<file path="src/rtl/stopwatch_display_driver_pkg.sv">
// Shared definitions for the stopwatch display driver: status codes,
// conversion FSM states, 7-segment patterns and display limits.
// Imported by stopwatch_display_driver and bin2bcd_seq.
package stopwatch_display_driver_pkg;

  // Status encoding from the stopwatch core; 2'b11 behaves like IDLE.
  typedef enum logic [1:0] {
    ST_IDLE     = 2'b00,
    ST_RUN      = 2'b01,
    ST_PAUSE    = 2'b10,
    ST_IDLE_ALT = 2'b11
  } status_t;

  typedef enum logic [1:0] {
    CS_IDLE,
    CS_CAPT,
    CS_SHIFT,
    CS_LOAD
  } conv_state_t;

  // Segment patterns {g,f,e,d,c,b,a}, active-low.
  localparam logic [6:0] SEG_0     = 7'h40;
  localparam logic [6:0] SEG_1     = 7'h79;
  localparam logic [6:0] SEG_2     = 7'h24;
  localparam logic [6:0] SEG_3     = 7'h30;
  localparam logic [6:0] SEG_4     = 7'h19;
  localparam logic [6:0] SEG_5     = 7'h12;
  localparam logic [6:0] SEG_6     = 7'h02;
  localparam logic [6:0] SEG_7     = 7'h78;
  localparam logic [6:0] SEG_8     = 7'h00;
  localparam logic [6:0] SEG_9     = 7'h10;
  localparam logic [6:0] SEG_BLANK = 7'h7F;

  localparam logic [7:0] MIN_DISP_MAX = 8'd99;
  // Saturated minutes never reach 0xFF, so this can never match a live input.
  localparam logic [7:0] CAPT_INVALID = 8'hFF;
  // One double-dabble iteration per input bit.
  localparam logic [3:0] DD_ITERS     = 4'd8;

  function automatic logic [6:0] seg_decode(input logic [3:0] digit);
    logic [6:0] seg;
    case (digit)
      4'd0:    seg = SEG_0;
      4'd1:    seg = SEG_1;
      4'd2:    seg = SEG_2;
      4'd3:    seg = SEG_3;
      4'd4:    seg = SEG_4;
      4'd5:    seg = SEG_5;
      4'd6:    seg = SEG_6;
      4'd7:    seg = SEG_7;
      4'd8:    seg = SEG_8;
      4'd9:    seg = SEG_9;
      default: seg = SEG_BLANK;
    endcase
    return seg;
  endfunction

endpackage

</file>
<file path="src/rtl/bin2bcd_seq.sv">
// Sequential 8-bit binary to two-digit BCD converter (double-dabble).
// Latency: start_i loads, then 8 cycles of shift_i produce the result.
// No backpressure: the controlling FSM owns start/shift sequencing.
// Ports: clk, rst_n; start_i loads bin_i and clears the BCD scratch;
//   shift_i runs one add-3/shift iteration; tens_o/ones_o hold the BCD result;
//   done_o is high during the final iteration, so the next edge completes it.
// Inputs above 99 lose their hundreds digit; callers keep values <= 99.
module bin2bcd_seq
  import stopwatch_display_driver_pkg::*;
(
  input  logic       clk,
  input  logic       rst_n,
  input  logic       start_i,
  input  logic       shift_i,
  input  logic [7:0] bin_i,
  output logic [3:0] tens_o,
  output logic [3:0] ones_o,
  output logic       done_o
);

  logic [7:0] bin_q, bin_d;
  logic [7:0] bcd_q, bcd_d;
  logic [3:0] iter_q, iter_d;
  logic [7:0] bcd_adj;

  always_comb begin
    bin_d   = bin_q;
    bcd_d   = bcd_q;
    iter_d  = iter_q;
    bcd_adj = bcd_q;
    if (start_i) begin
      bin_d  = bin_i;
      bcd_d  = '0;
      iter_d = '0;
    end else if (shift_i && (iter_q < DD_ITERS)) begin
      // Pre-correct any nibble >= 5 so the shift yields a valid BCD carry.
      if (bcd_q[3:0] >= 4'd5) bcd_adj[3:0] = bcd_q[3:0] + 4'd3;
      if (bcd_q[7:4] >= 4'd5) bcd_adj[7:4] = bcd_q[7:4] + 4'd3;
      {bcd_d, bin_d} = {bcd_adj, bin_q} << 1;
      iter_d = iter_q + 4'd1;
    end
  end

  always_ff @(posedge clk or negedge rst_n) begin
    if (!rst_n) begin
      bin_q  <= '0;
      bcd_q  <= '0;
      iter_q <= '0;
    end else begin
      bin_q  <= bin_d;
      bcd_q  <= bcd_d;
      iter_q <= iter_d;
    end
  end

  assign tens_o = bcd_q[7:4];
  assign ones_o = bcd_q[3:0];
  assign done_o = shift_i && (iter_q == (DD_ITERS - 4'd1));

endmodule

</file>
<file path="src/rtl/stopwatch_display_driver.sv">
// MM:SS stopwatch display driver: saturate, BCD-convert and scan four 7-seg digits.
// Latency: input change sampled at edge E is in the digit regs after edge E+10.
// No backpressure: inputs changing mid-conversion are picked up on the next pass.
// Ports: clk, rst_n (async, active-low); minutes[7:0], seconds[5:0], status[1:0]
//   from the stopwatch core; an_n[3:0] digit enables (active-low, [0]=sec ones ..
//   [3]=min tens); seg_n[6:0] segments {g,f,e,d,c,b,a} active-low; busy = converter active.
// Optional feature macro: STOPWATCH_DISP_BLINK_EN blinks the display while PAUSED.
module stopwatch_display_driver
  import stopwatch_display_driver_pkg::*;
#(
  parameter int REFRESH_DIV = 1000,
  parameter int BLINK_DIV   = 128
) (
  input  logic       clk,
  input  logic       rst_n,
  input  logic [7:0] minutes,
  input  logic [5:0] seconds,
  input  logic [1:0] status,
  output logic [3:0] an_n,
  output logic [6:0] seg_n,
  output logic       busy
);

  localparam int PW = $clog2(REFRESH_DIV);

  // ---------------------------------------------------------------
  // Conversion control
  // ---------------------------------------------------------------
  conv_state_t     state_q;
  logic            busy_q;
  logic [7:0]      cap_min_q;
  logic [5:0]      cap_sec_q;
  logic [7:0]      last_min_q;
  logic [5:0]      last_sec_q;
  logic [3:0][3:0] dig_q;       // [0]=sec ones [1]=sec tens [2]=min ones [3]=min tens

  logic [7:0] min_sat;
  logic [3:0] min_tens, min_ones, sec_tens, sec_ones;
  logic       min_done, sec_done;
  logic       conv_start, conv_shift;

  assign min_sat    = (minutes > MIN_DISP_MAX) ? MIN_DISP_MAX : minutes;
  assign conv_start = (state_q == CS_CAPT);
  assign conv_shift = (state_q == CS_SHIFT);

  bin2bcd_seq u_min_bcd (
    .clk     (clk),
    .rst_n   (rst_n),
    .start_i (conv_start),
    .shift_i (conv_shift),
    .bin_i   (min_sat),
    .tens_o  (min_tens),
    .ones_o  (min_ones),
    .done_o  (min_done)
  );

  bin2bcd_seq u_sec_bcd (
    .clk     (clk),
    .rst_n   (rst_n),
    .start_i (conv_start),
    .shift_i (conv_shift),
    .bin_i   ({2'b00, seconds}),
    .tens_o  (sec_tens),
    .ones_o  (sec_ones),
    .done_o  (sec_done)
  );

  always_ff @(posedge clk or negedge rst_n) begin
    if (!rst_n) begin
      state_q    <= CS_IDLE;
      busy_q     <= 1'b0;
      cap_min_q  <= '0;
      cap_sec_q  <= '0;
      last_min_q <= CAPT_INVALID;
      last_sec_q <= '0;
      dig_q      <= '0;
    end else begin
      case (state_q)
        CS_IDLE: begin
          if ({min_sat, seconds} != {last_min_q, last_sec_q}) begin
            state_q <= CS_CAPT;
            busy_q  <= 1'b1;
          end
        end
        CS_CAPT: begin
          // Same cycle the converters latch their inputs, so these match.
          cap_min_q <= min_sat;
          cap_sec_q <= seconds;
          state_q   <= CS_SHIFT;
        end
        CS_SHIFT: begin
          if (min_done && sec_done) state_q <= CS_LOAD;
        end
        CS_LOAD: begin
          dig_q      <= {min_tens, min_ones, sec_tens, sec_ones};
          last_min_q <= cap_min_q;
          last_sec_q <= cap_sec_q;
          busy_q     <= 1'b0;
          state_q    <= CS_IDLE;
        end
        default: begin
          state_q <= CS_IDLE;
          busy_q  <= 1'b0;
        end
      endcase
    end
  end

  assign busy = busy_q;

  // ---------------------------------------------------------------
  // Digit scan
  // ---------------------------------------------------------------
  logic [PW-1:0] presc_q;
  logic [1:0]    idx_q;
  logic          scan_tick;
  logic          frame_tick;
  logic          blank;
  logic [3:0]    an_n_q, an_n_d;
  logic [6:0]    seg_n_q, seg_n_d;

  assign scan_tick  = (presc_q == PW'(REFRESH_DIV - 1));
  assign frame_tick = scan_tick && (idx_q == 2'd3);

  always_ff @(posedge clk or negedge rst_n) begin
    if (!rst_n) begin
      presc_q <= '0;
      idx_q   <= '0;
    end else begin
      presc_q <= scan_tick ? '0 : presc_q + 1'b1;
      if (scan_tick) idx_q <= idx_q + 2'd1;
    end
  end

`ifdef STOPWATCH_DISP_BLINK_EN
  localparam int BW = $clog2(BLINK_DIV) + 1;

  logic [BW-1:0] blink_cnt_q;
  logic          blink_phase_q;

  // Held cleared outside PAUSED so every pause starts with a full lit half-period.
  always_ff @(posedge clk or negedge rst_n) begin
    if (!rst_n) begin
      blink_cnt_q   <= '0;
      blink_phase_q <= 1'b0;
    end else if (status != ST_PAUSE) begin
      blink_cnt_q   <= '0;
      blink_phase_q <= 1'b0;
    end else if (frame_tick) begin
      if (blink_cnt_q == BW'(BLINK_DIV - 1)) begin
        blink_cnt_q   <= '0;
        blink_phase_q <= ~blink_phase_q;
      end else begin
        blink_cnt_q <= blink_cnt_q + 1'b1;
      end
    end
  end

  // Uses live status so leaving PAUSED relights the digits on the next edge.
  assign blank = (status == ST_PAUSE) && blink_phase_q;
`else
  logic unused_cfg;
  assign unused_cfg = (^status) ^ frame_tick ^ (BLINK_DIV > 0);
  assign blank      = 1'b0;
`endif

  always_comb begin
    an_n_d  = ~(4'b0001 << idx_q);
    seg_n_d = seg_decode(dig_q[idx_q]);
    if (blank) an_n_d = 4'hF;
  end

  always_ff @(posedge clk or negedge rst_n) begin
    if (!rst_n) begin
      an_n_q  <= 4'hF;
      seg_n_q <= SEG_BLANK;
    end else begin
      an_n_q  <= an_n_d;
      seg_n_q <= seg_n_d;
    end
  end

  assign an_n  = an_n_q;
  assign seg_n = seg_n_q;

endmodule

</file>
<file path="config.mk">
export PLATFORM = sky130hd
export DESIGN_NAME = stopwatch_display_driver
export DESIGN_NICKNAME = d
export VERILOG_FILES = /design/src/rtl/stopwatch_display_driver_pkg.sv /design/src/rtl/bin2bcd_seq.sv /design/src/rtl/stopwatch_display_driver.sv
export SDC_FILE = /design/constraint.sdc
export NUM_CORES = 1
export LEC_CHECK = 0
export ABC_AREA = 1
export CORE_MARGIN = 5
export CORE_UTILIZATION = 60
export DETAILED_ROUTE_END_ITERATION = 16
export GPL_ROUTABILITY_DRIVEN = 1
export PLACE_DENSITY_LB_ADDON = 0.15
export SETUP_SLACK_MARGIN = 0.1
export SLEW_MARGIN = 20
export SYNTH_ARGS = -nofsm -noshare
export SYNTH_HDL_FRONTEND = slang
export SYNTH_HIERARCHICAL = 1
export SYNTH_SLANG_ARGS = --single-unit
</file>
<file path="constraint.sdc">
create_clock -name clk -period 4.05 [get_ports clk]
set_input_delay 0.81 -clock clk [delete_from_list [all_inputs] [get_ports clk]]
set_output_delay 0.81 -clock clk [all_outputs]
set_load 0.01 [all_outputs]
</file>
# Word-level counts from Yosys, hierarchy flattened
# Memories as Yosys holds them, arrays and structs flattened. A register that Yosys moved wholly into a read port is not among the register bits.
# Index checks and enable logic that the tools add are counted.
[totals]
ff_bits = 103
latchBits = 0
ram_bits = 0
romBits = 112
in_bits = 18
wordCells = 84
n_memories = 1
[classes]
add_sub_neg = 8
mul = 0
div = 0
n_lt_le_gt_ge = 8
n_eq_ne = 9
shifts = 1
mux = 25
n_bitwise = 1
reduce_logical = 12
[mem_list]
columns = ["memory", "words", "width", "read_ports", "rd_ports_with_merged_regs", "wr", "line_no", "source"]
rows = [
  ["(name not given)", 16, 7, 1, 1, 0, "stopwatch_display_driver_pkg.sv:42", "case (digit)"],
]
[ops]
columns = ["cell", "count"]
rows = [
  ["$mux W8", 9],
  ["$mux W4", 7],
  ["$ge A4 B3 Y1 const B", 4],
  ["$ne A14 B14 Y1", 1],
  ["$add A10 B1 Y10 const B", 1],
  ["$eq A10 B10 Y1 const B", 1],
  ["$mux W10", 1],
  ["$add A4 B1 Y4 const B", 2],
  ["$add A4 B2 Y4 const B", 2],
  ["$bmux W4 S2", 1],
  ["$eq A4 B3 Y1 const B", 2],
  ["$gt A8 B7 Y1 const B", 1],
  ["$lt A4 B4 Y1 const B", 2],
  ["$pmux W2 S4", 1],
  ["$add A3 B2 Y3 const B", 2],
  ["$mux W3", 2],
  ["$reduce_bool A2 Y1", 3],
  ["$logic_and A1 B1 Y1", 5],
  ["$eq A2 B2 Y1 const B", 2],
  ["$mux W2", 2],
  ["$ne A2 B2 Y1 const B", 2],
  ["$not A4 Y4", 1],
  ["$reduce_and A2 Y1", 2],
  ["$shl A1 B2 Y4 const A", 1],
  ["other kinds (7)", 7],
]

# Depth between registers and ports, before layout
[depth]
ltp_word = 5
depth_mapped = 14
ltp_nobuf = 14

# Hierarchy
# The synthesis kept the hierarchy.
[modules_own_cells]
columns = ["mod", "instances", "cells_each", "area_per_inst_um2", "seq_area_each_um2"]
rows = [
  ["stopwatch_display_driver", 1, 388, 3443.3, 1775.5],
  ["bin2bcd_seq (u_min_bcd)", 1, 129, 1118.6, 500.5],
  ["bin2bcd_seq (u_sec_bcd)", 1, 129, 1052.3, 500.5],
]

# Worst setup path before layout
# OpenSTA, ideal clock, no wires.
[synth_path]
kind = "input-to-reg"
from = "input port minutes[2]"
to = "register state_q[1]"
t_arrival_ns = 1.692
t_required_ns = 3.933
slack_ns = 2.242
path_stages = 11
cell_sequence = "nor2_1 -> nand2_1 -> nand2_2 -> buf_6 -> nand4_1 -> nand2_1 -> nand2_1 -> nor2_2 -> nand3_2 -> nand3_1 -> nand2_1"
[synth_via]
elab_chain_cells = 5
[synth_rtl]
columns = ["item", "line_no", "source"]
rows = [
  ["from (decl)", "stopwatch_display_driver.sv:16", "input logic [7:0] minutes,"],
  ["$gt A8 B7 Y1", "stopwatch_display_driver.sv:42", "assign min_sat = (minutes > MIN_DISP_MAX) ? MIN_DISP_MAX : minutes;"],
  ["$mux W8 *", "stopwatch_display_driver.sv:42", ""],
  ["$ne A14 B14 Y1 *", "stopwatch_display_driver.sv:80", "if ({min_sat, seconds} != {last_min_q, last_sec_q}) begin"],
  ["$ne A2 B2 Y1 (no source line) *", "--", ""],
  ["$reduce_and A2 Y1 (no source line) *", "--", ""],
  ["to (signal assigned)", "stopwatch_display_driver.sv:81", "state_q <= CS_CAPT;"],
  ["to (signal assigned)", "stopwatch_display_driver.sv:89", "state_q <= CS_SHIFT;"],
  ["to (signal assigned)", "stopwatch_display_driver.sv:92", "if (min_done && sec_done) state_q <= CS_LOAD;"],
  ["to (decl)", "stopwatch_display_driver.sv:29", "conv_state_t state_q;"],
]
# Mark *: on every way between the ends. The rest lies on a longest branch, timed or not.
# A chain may end at the register's enable or synchronous reset.

# Worst setup path after layout
[layout_path]
from = "register an_n_q[1] (netlist: an_n[1])"
to = "output port an_n[1]"
[layout_lines]
columns = ["item", "line_no", "source"]
rows = [
  ["from (decl)", "stopwatch_display_driver.sv:119", "logic [3:0] an_n_q, an_n_d;"],
  ["from (signal assigned)", "stopwatch_display_driver.sv:178", "an_n_q <= an_n_d;"],
  ["to (decl)", "stopwatch_display_driver.sv:19", "output logic [3:0] an_n,"],
]
# No word-level cell between the ends.

==> impl_metrics.csv <==
group,metric,value,unit
status,status,"completed",
critical_path,worstPathMaxFanout,1,
synth,synth-warning-count,6,
place,gp_congestion,0.823,
synth,ys_seq_elements,110,
synth,synth_area,5610,um2
clock_network,clock_path_buffers,2,
worst_hold_path,hp-class,"input pin to asynchronous set/reset pin",
synth,yosysUniqueCellTypes,40,
route,firstDrtPassIters,4,
grt,grt_antenna_before_repair,0,
critical_path,end_kind,"output port",
power_and_ir_drop,clkPwrFrac,17.6,%
timing,hold-worst-slack,0.449,ns
job,maxCapViolations,0,
timing,setup_violations,0,
route,vias,4163,
floorplan,die-area,11400,um2
grt,track_usage,19.4,%
route,drt-total-wl,10000,um
clock_network,clock_latency,0.37,ns
critical_path,startpoint_type,"register",
timing,fin_crit_sh,55.0,%
layout,final_common_cell,"nand2_1",
clock_network,cts_max_level,3,
timing,slew_violations,0,
critical_path,critPathRequiredTime,3.24,ns
synth,synth-async-reset-ratio,100,%
timing,setup_slack,1.82,ns
synth,netlist_instances,646,
timing,skew,0.00761,ns
synth,ys_seq_area_share,49.5,%
clock_network,post_cts_buffers,0,
critical_path,crit_buf_inv,1,
power_and_ir_drop,cellPowerDensity,614,nW/um2
clock_network,cts_made_buffers,9,
route,drc,0,
synth,ys.flop_type,"dfrtp_1",
place,port_buffers,27,
clock_network,cts_hold_buf,0,
critical_path,worstPathCellList,"clkdlybuf4s50_1",
timing,relSlewSlack,55.1,%
floorplan,die_w,107,um
clock_network,cts_tree,"yes",
floorplan,initial_core_util,61.0,%
layout,diodes,0,
timing,rsz0062_at_grt,"no",
power_and_ir_drop,seqPwrFrac,44.1,%
timing,post-route-min-period,2.23,ns
route,wl_per_cell,12.7,um
clock_network,ctsResizeCount,0,
place,dp_slack,1.46,ns
layout,postLayoutCellArea,6110,um2
critical_path,critical-path-top-delay-family,"flip-flops",
floorplan,num_io_pins,30,
critical_path,crit_arrival,1.42,ns
place,dp_hpwl,7180,um
timing,timing.final.hold_violations,0,
clock_network,clkTransAtPathRegs,0.10,ns
route,ant_nets,0,
route,avgViaCountPerCell,5.28,
grt,grt_max_degree,51,
timing,max_freq,449,MHz
route,first_iter_violations,203,
synth,synth-edff-count,0,
power_and_ir_drop,p_sw,1.48,mW
layout,drive_gt1_share,14.0,%
floorplan,dieHeight,107,um
layout,nets,716,
floorplan,core.rowCount,35,
power_and_ir_drop,vdd_drop_max,0.466,mV
power_and_ir_drop,power.total,3.76,mW
power_and_ir_drop,internal_power,2.28,mW
critical_path,cpMaxStageDelayCell,"dfstp_2",
grt,grt_pass1_vias,4126,
clock_network,cts_root_buf,"clkbuf_8",
layout,syn_to_final_growth,8.91,%
place,placed_area,5920,um2
power_and_ir_drop,switching_share,39.4,%
grt,grt_pass1_wl,18100,um
critical_path,critPathMaxStageDelay,0.53,ns
power_and_ir_drop,p_leak,3.12,nW
synth,syn-mean-instance-area,8.69,um2
power_and_ir_drop,combPwrFrac,38.3,%
critical_path,crit_type,"register to output port",
grt,grt-ovfl-total,0,
floorplan,core-area,9200,um2
timing,worstMarginPinSlew,0.674,ns
clock_network,numClockSinks,110,
layout,final_cell_mix,"nand2_1, dfrtp_1, inv_1",
timing,fin_setup_tns,0,ns
[flip-flops by register name (all words and copies together), names as in the netlist, 4 cells and up]
| signal | flops |
|---|---|
| dig_q | 16 |
| presc_q | 10 |
| cap_min_q | 8 |
| last_min_q | 8 |
| u_min_bcd/bcd_q | 8 |
| u_min_bcd/bin_q | 8 |
| u_sec_bcd/bcd_q | 8 |
| u_sec_bcd/bin_q | 8 |
| seg_n | 7 |
| cap_sec_q | 6 |
| last_sec_q | 6 |
| an_n | 4 |
| u_min_bcd/iter_q | 4 |
| u_sec_bcd/iter_q | 4 |
[cells in the mapped netlist, types with 2 or more instances]
cell type	instances	area, um2
o22ai_1	5	31.3
nand2_1	191	717
nor3_1	8	40.0
nor3b_1	2	15.0
inv_1	88	330
ha_1	25	313
xor2_1	2	17.5
nor2_1	24	90.1
dfstp_2	19	499
buf_8	2	30.0
o211ai_1	5	37.5
a32o_1	2	20.0
buf_6	5	56.3
nand2_2	12	75.1
nand4_1	14	87.6
o21ai_1	11	55.1
nor2_4	2	22.5
dfrtp_1	91	2280
nand3_2	12	120
nand2_4	3	33.8
clkinv_1	3	11.3
mux2_2	14	158
or2_2	2	12.5
a21oi_1	15	75.1
clkbuf_1	4	15.0
nand3_1	29	145
inv_2	5	18.8
o21ai_0	35	175
buf_2	5	25.0
[per-stage QoR]
| stage | instances | util (%) |
|---|---|---|
| 2_1_floorplan | 648 | - |
| 3_3_place_gp | 773 | 64.4 |
| 3_5_place_dp | 773 | 64.4 |
| 4_1_cts | 789 | 66.5 |
| 5_1_grt | 789 | 66.5 |
| 6_report | 789 | 66.5 |
[layout make-up]
class	count	area [um2]
multi-input combinational	424	2340
inverter	97	367
timing repair buffer	31	298
sequential	110	2780
tap	111	139
clock inverter	7	72.6
fill	743	3080
clock buffer	9	124
[logic make-up (layout without fill, tap and decap cells)]
| group | Yosys count | count (layout) | share of synthesized area, % |
|---|---|---|---|
| and+or+nand+nor | 303 | 303 | 25.1 |
| buffers and inverters | 114 | 144 | 9.03 |
| DFF | 110 | 110 | 49.5 |
| AOI/OAI and AO/OA | 76 | 76 | 7.51 |
| adders and majority gates | 25 | 25 | 5.57 |
| muxes | 14 | 14 | 2.81 |
| xor gates and xnor gates | 3 | 3 | 0.468 |
| other | 1 | 3 | 0.0668 |
[power groups by stage]
stage          Combinational, mW  Sequential, mW  Clock (mW)
4_1_cts                     1.45            1.66       0.679
6_report                    1.44            1.66       0.662
3_3_place_gp                1.39            1.67           0
2_1_floorplan               1.18            1.64           0
5_1_grt                     1.66            1.70       0.723
3_5_place_dp                1.45            1.68           0
[metal layers]
metal	track usage, %	routed length, um	vias up
met5	0	0	-
met4	7.21	144	0
met3	2.83	284	15
met2	33.9	5000	69
met1	24.3	4600	1977
li1	-	-	2102
[path summary, 6_finish.rpt]
path                                           from                         endpoint  depth (start not counted)  slack, ns
hold reg to reg            cap_sec_q[1]$_DFFE_PN0P_         cap_sec_q[1]$_DFFE_PN0P_                          2       0.48
max in group asynchronous                     rst_n  u_sec_bcd/iter_q[1]$_DFFE_PN0P_                          2       2.74
setup reg to reg             state_q[1]$_DFFE_PN0P_         cap_min_q[4]$_DFFE_PN0P_                          4       1.97
hold / removal                                rst_n            dig_q[10]$_DFFE_PN0P_                          1       0.45
setup / recovery                  an_n[1]$_DFF_PN1_                          an_n[1]                          1       1.82
min in group clk           cap_sec_q[1]$_DFFE_PN0P_         cap_sec_q[1]$_DFFE_PN0P_                          2       0.48
Note: power is estimated with default switching activity, not from simulation.
